==> config.mk <==
export PLATFORM = sky130hd
export DESIGN_NAME = vga_sync
export DESIGN_NICKNAME = d
export VERILOG_FILES = /design/src/rtl/vga_timing_pkg.sv /design/src/rtl/mod_m_counter.sv /design/src/rtl/vga_sync.sv
export SDC_FILE = /design/constraint.sdc
export NUM_CORES = 1
export LEC_CHECK = 0
export ABC_AREA = 1
export CAP_MARGIN = 20
export CELL_PAD_IN_SITES_DETAIL_PLACEMENT = 1
export CELL_PAD_IN_SITES_GLOBAL_PLACEMENT = 2
export CORE_MARGIN = 5
export CORE_UTILIZATION = 30
export CTS_CLUSTER_SIZE = 14
export DETAILED_ROUTE_END_ITERATION = 16
export HOLD_SLACK_MARGIN = 0.1
export PLACE_DENSITY_LB_ADDON = 0.1
export SETUP_SLACK_MARGIN = 0.5
export SLEW_MARGIN = 10
export SYNTH_ARGS = -nofsm -noshare
export SYNTH_HDL_FRONTEND = slang
export SYNTH_SLANG_ARGS = --single-unit
==> constraint.sdc <==
create_clock -name clk -period 3.6 [get_ports clk]
set_input_delay 0.72 -clock clk [delete_from_list [all_inputs] [get_ports clk]]
set_output_delay 0.72 -clock clk [all_outputs]
set_load 0.05 [all_outputs]
==> src/rtl/vga_timing_pkg.sv <==
// Shared VGA 640x480@60 timing constants and helpers, used by the sync
// generator and by the pixel generators that consume pix_x/pix_y.
package vga_timing_pkg;

    localparam int CNT_W = 10;

    localparam int H_DISPLAY_D = 640;
    localparam int H_FP_D      = 16;
    localparam int H_SYNC_D    = 96;
    localparam int H_BP_D      = 48;
    localparam int V_DISPLAY_D = 480;
    localparam int V_FP_D      = 10;
    localparam int V_SYNC_D    = 2;
    localparam int V_BP_D      = 33;
    localparam int CLK_DIV_D   = 2;

    localparam int H_TOTAL = H_DISPLAY_D + H_FP_D + H_SYNC_D + H_BP_D;
    localparam int V_TOTAL = V_DISPLAY_D + V_FP_D + V_SYNC_D + V_BP_D;

    typedef logic [CNT_W-1:0] coord_t;

    // Inclusive window test, used for the sync pulse regions.
    function automatic logic in_window(coord_t pos, coord_t lo, coord_t hi);
        return (pos >= lo) && (pos <= hi);
    endfunction

endpackage

==> src/rtl/mod_m_counter.sv <==
// Free-running modulo-M counter; max_tick is high while the count sits at M-1.
// With M=1 the count never moves and max_tick stays high.
module mod_m_counter #(
    parameter int M = 2
) (
    input  logic clk,
    input  logic reset_n,
    output logic max_tick
);

    localparam int           W    = (M > 1) ? $clog2(M) : 1;
    localparam logic [W-1:0] LAST = W'(M - 1);

    logic [W-1:0] count;
    logic [W-1:0] count_next;

    always_comb begin
        count_next = (count == LAST) ? '0 : count + W'(1);
    end

    // NOTE: state registers use non-blocking assignments so every flop
    // samples the pre-edge values of the others.
    always_ff @(posedge clk or negedge reset_n) begin
        if (!reset_n) count <= '0;
        else          count <= count_next;
    end

    assign max_tick = (count == LAST);

endmodule

==> src/rtl/vga_sync.sv <==
// VGA sync generator: pixel-rate strobe, scan counters, registered sync
// pulses aligned with the counters, and visible-area / end-of-frame decode.
module vga_sync
    import vga_timing_pkg::*;
#(
    parameter int H_DISPLAY = H_DISPLAY_D,
    parameter int H_FP      = H_FP_D,
    parameter int H_SYNC    = H_SYNC_D,
    parameter int H_BP      = H_BP_D,
    parameter int V_DISPLAY = V_DISPLAY_D,
    parameter int V_FP      = V_FP_D,
    parameter int V_SYNC    = V_SYNC_D,
    parameter int V_BP      = V_BP_D,
    parameter int CLK_DIV   = CLK_DIV_D
) (
    input  logic             clk,
    input  logic             reset_n,
    output logic             hsync,
    output logic             vsync,
    output logic             video_on,
    output logic             p_tick,
    output logic [CNT_W-1:0] pix_x,
    output logic [CNT_W-1:0] pix_y,
    output logic             frame_tick
);

    localparam int H_TOT = H_DISPLAY + H_FP + H_SYNC + H_BP;
    localparam int V_TOT = V_DISPLAY + V_FP + V_SYNC + V_BP;

    localparam coord_t H_LAST   = CNT_W'(H_TOT - 1);
    localparam coord_t V_LAST   = CNT_W'(V_TOT - 1);
    localparam coord_t H_VIS    = CNT_W'(H_DISPLAY);
    localparam coord_t V_VIS    = CNT_W'(V_DISPLAY);
    localparam coord_t V_VIS_LAST = CNT_W'(V_DISPLAY - 1);
    localparam coord_t HS_START = CNT_W'(H_DISPLAY + H_FP);
    localparam coord_t HS_END   = CNT_W'(H_DISPLAY + H_FP + H_SYNC - 1);
    localparam coord_t VS_START = CNT_W'(V_DISPLAY + V_FP);
    localparam coord_t VS_END   = CNT_W'(V_DISPLAY + V_FP + V_SYNC - 1);

    coord_t x_next;
    coord_t y_next;

    mod_m_counter #(.M(CLK_DIV)) u_pix_div (
        .clk      (clk),
        .reset_n  (reset_n),
        .max_tick (p_tick)
    );

    // NOTE: every variable assigned in always_comb gets a default first,
    // otherwise a missed branch infers a latch.
    always_comb begin
        x_next = pix_x;
        y_next = pix_y;
        if (p_tick) begin
            if (pix_x == H_LAST) begin
                x_next = '0;
                y_next = (pix_y == V_LAST) ? '0 : pix_y + CNT_W'(1);
            end else begin
                x_next = pix_x + CNT_W'(1);
            end
        end
    end

    // Sync flops look at the next-state counters so they change in the same
    // clk as pix_x/pix_y rather than one pixel late.
    always_ff @(posedge clk or negedge reset_n) begin
        if (!reset_n) begin
            pix_x <= '0;
            pix_y <= '0;
            hsync <= 1'b1;
            vsync <= 1'b1;
        end else begin
            pix_x <= x_next;
            pix_y <= y_next;
            hsync <= !in_window(x_next, HS_START, HS_END);
            vsync <= !in_window(y_next, VS_START, VS_END);
        end
    end

    assign video_on   = (pix_x < H_VIS) && (pix_y < V_VIS);
    assign frame_tick = p_tick && (pix_x == H_LAST) && (pix_y == V_VIS_LAST);

endmodule

==> results.yml <==
route:
  vias_per_cell: 4.69
  drt_iter0_drc: 39
  totalWireLength_um: 3910
  wire_per_inst_um: 14.4
  num_vias: 1270
  final_antenna_net_count: 0
  drt_first_pass_iters: 4
  drc: 0
sta:
  finalSetupViolations: 0
  grt_setup_unrepaired: "false"
  timing.setup.tns_ns: 0
  slew_headroom: 0.620
  fin_ws_ns: 0.816
  tightest_slew_ns: 0.571
  fin_crit_sh: 0.773
  finalHoldViolations: 0
  fin_skew_ns: 0.0118
  finalCriticalPeriod_ns: 2.78
  slew_viol_final: 0
  hold_ws_ns: 0.422
  max_freq_mhz: 359
synth:
  ys_ff_latch: 23
  synth_area_leaders: "dfrtp_1 (38%), nand2_1 (11%), inv_1 (9.5%)"
  synth.avg_cell_area_um2: 7.26
  synth.largest_area_cell: "dfrtp_1"
  syn_area_um2: 1380
  yosysWarnings: 0
  synth.distinct_cells: 27
  yosysTopAreaCellShare: 0.381
  seq_area_frac_synth: 0.419
  synthesis.nets: 195
  syn-instance-count: 190
clock_tree:
  clock_path_buffers: 2
  post_cts.repair.setup_buffers: 0
  clk_latency_ns: 0.28
  cts_resized: 0
  htreeDepth: 1
  holdBufCountCts: 0
  path_clk_slew_ns: 0.10
  clock_tree.root_cell: "clkbuf_8"
  cts_tree: "done"
  cts.sinks: 23
  numCtsBuffers: 3
setup_path:
  path_max_fanout: 5
  cp.arrival_ns: 2.06
  crit_chain: "inv_1 -> nand2_1 -> a221oi_1 -> clkdlybuf4s50_1"
  reg2reg_depth: 13
  max_stage_delay_ns: 0.86
  crit_family: "buffers and inverters"
  reg2reg_to: "vsync"
  critical_path_required_ns: 2.88
  regToRegStartpoint: "pix_x[1]"
  path_class: "reg -> out"
  cp-end-kind: "primary output"
  critPathBufInv: 2
  crit_path_top_delay_cell: "clkdlybuf4s50_1"
  rrSetupSlack_ns: 1.74
  startpoint_type: "flop"
  cp.depth: 4
  critPathCapture: "video_on"
  crit_start: "pix_x[7]"
grt:
  first_global_vias: 1385
  grt_max_degree: 24
  grt_pass1_wl_um: 6700
  antenna_found_initial: 0
  overflow: 0
  grt_util_all_layers: 0.138
power:
  ir_drop_v: 0.000172
  p_switching_uw: 99.5
  comb_power_share: 0.013
  p_seq_frac: 0.593
  leakagePower_nw: 0.905
  finalPower_uw: 436
  p_clk_frac: 0.394
  intPower_uw: 336
  swShare: 0.228
  powerDensity_nw_per_um2: 250
die:
  initial_utilization: 0.313
  io_pins: 27
  core_area_um2: 4410
  placementRows: 24
  chipHeight_um: 77.8
  dieWidth_um: 77.8
  die_area_um2: 6060
layout:
  nets: 225
  drive_above_1_share: 0.114
  final_common_cell: "nand2_1"
  insertedDiodeCount: 0
  num-fill-cells: 574
  syn2layout_area_growth_pct: 26.3
  mostFrequentLayoutCells: "nand2_1 (42), inv_1 (35), nor2_1 (25)"
min_path:
  holdCritPathClass: "in -> async"
run_status:
  status: "finished, final reports clean"
place:
  place_ws_ns: 0.857
  hpwl_um: 3090
  numPortBuffers: 26
  gp_congestion: 0.778
flow_run:
  cap_viol_max_count: 0
==> power by group through the flow <==
| stage | clock network [mW] | logic [mW] | registers [mW] |
|---|---|---|---|
| 3_3_place_gp | 0 | 0.00645 | 0.263 |
| 3_5_place_dp | 0 | 0.00680 | 0.263 |
| 6_report | 0.172 | 0.00578 | 0.258 |
| 5_1_grt | 0.190 | 0.00690 | 0.258 |
| 4_1_cts | 0.184 | 0.00683 | 0.258 |
| 2_1_floorplan | 0 | 0.000000470 | 0.263 |
==> worst register-to-register path: stages (launching register included) <==
cell	delay, ns
dfrtp_1	0.39
ha_1	0.18
nand2_1	0.10
nor2_4	0.14
nand2_2	0.08
nor2_4	0.08
buf_4	0.21
nand2_1	0.13
nand2_1	0.08
nor2_1	0.07
nor2_1	0.09
nand2_1	0.07
nor2_1	0.09
nand3_1	0.08
==> metrics by stage <==
stage,util,cells,area [µm²]
after global routing,0.395,271,1740
after global placement,0.385,267,1700
after detailed placement,0.385,267,1700
final,0.395,271,1740
after CTS,0.395,271,1750
after floorplan,-,190,1390
==> flip-flops by register name, indices dropped and copies added, names as in the netlist <==
register,count
hsync,1
u_pix_div.max_tick,1
pix_x,10
pix_y,10
vsync,1
==> cell families (layout without fill, tap and decap cells) <==
kind of cell	Yosys count	count (layout)	share of synthesized area
buf+inv	41	70	0.120
simple gates	103	103	0.351
compound gates	17	17	0.0644
fa+ha+maj	3	3	0.0272
flops	23	23	0.419
xor+xnor	3	3	0.0190
==> worst min path at each step <==
stage | startpoint | depth (start not counted) | slack, ns | end
floorplan | reset_n | 0 | 0.42 | pix_x[0]
global placement | pix_y[7] | 2 | 0.56 | pix_y[7]
detailed placement | pix_y[7] | 2 | 0.59 | pix_y[7]
CTS | pix_y[7] | 2 | 0.61 | pix_y[7]
global route | reset_n | 1 | 0.46 | pix_x[6]
finish | reset_n | 1 | 0.42 | pix_x[6]
==> layout make-up <==
class,count,area [µm²],share of cell area
Clock buffer,3,41.3,0.0237
Clock inverter,1,5.00,0.00287
Inverter,39,146,0.0840
Multi-Input combinational cell,126,642,0.368
Sequential cell,23,578,0.332
Tap cell,52,65.1,0.0373
Timing Repair Buffer,27,265,0.152
==> synthesized netlist by cell type <==
| cell | instances |
|---|---|
| nand2_1 | 42 |
| inv_1 | 35 |
| nor2_1 | 25 |
| dfrtp_1 | 21 |
| nand3_1 | 18 |
| o21ai_0 | 7 |
| a21oi_1 | 5 |
| inv_2 | 4 |
| o21ai_1 | 4 |
| ha_1 | 3 |
| nand2_2 | 3 |
| nand4_1 | 3 |
| dfstp_2 | 2 |
| nor2_4 | 2 |
| nor3_1 | 2 |
| nor3_2 | 2 |
| xor2_1 | 2 |
| a221oi_1 | 1 |
| buf_4 | 1 |
| buf_6 | 1 |
| nand2_4 | 1 |
| nand3_2 | 1 |
| nand4_2 | 1 |
| nor2_2 | 1 |
| or2_0 | 1 |
| or2_2 | 1 |
| xnor2_1 | 1 |
==> metal layers <==
| layer | vias to the layer above | share of wire | GRT usage |
|---|---|---|---|
| met5 | - | 0 | 0 |
| met4 | 0 | 0.0059 | 0.0309 |
| met3 | 2 | 0.035 | 0.0336 |
| met2 | 15 | 0.49 | 0.241 |
| met1 | 609 | 0.47 | 0.169 |
| li1 | 644 | - | - |
Power figures use the tool's default switching activity.
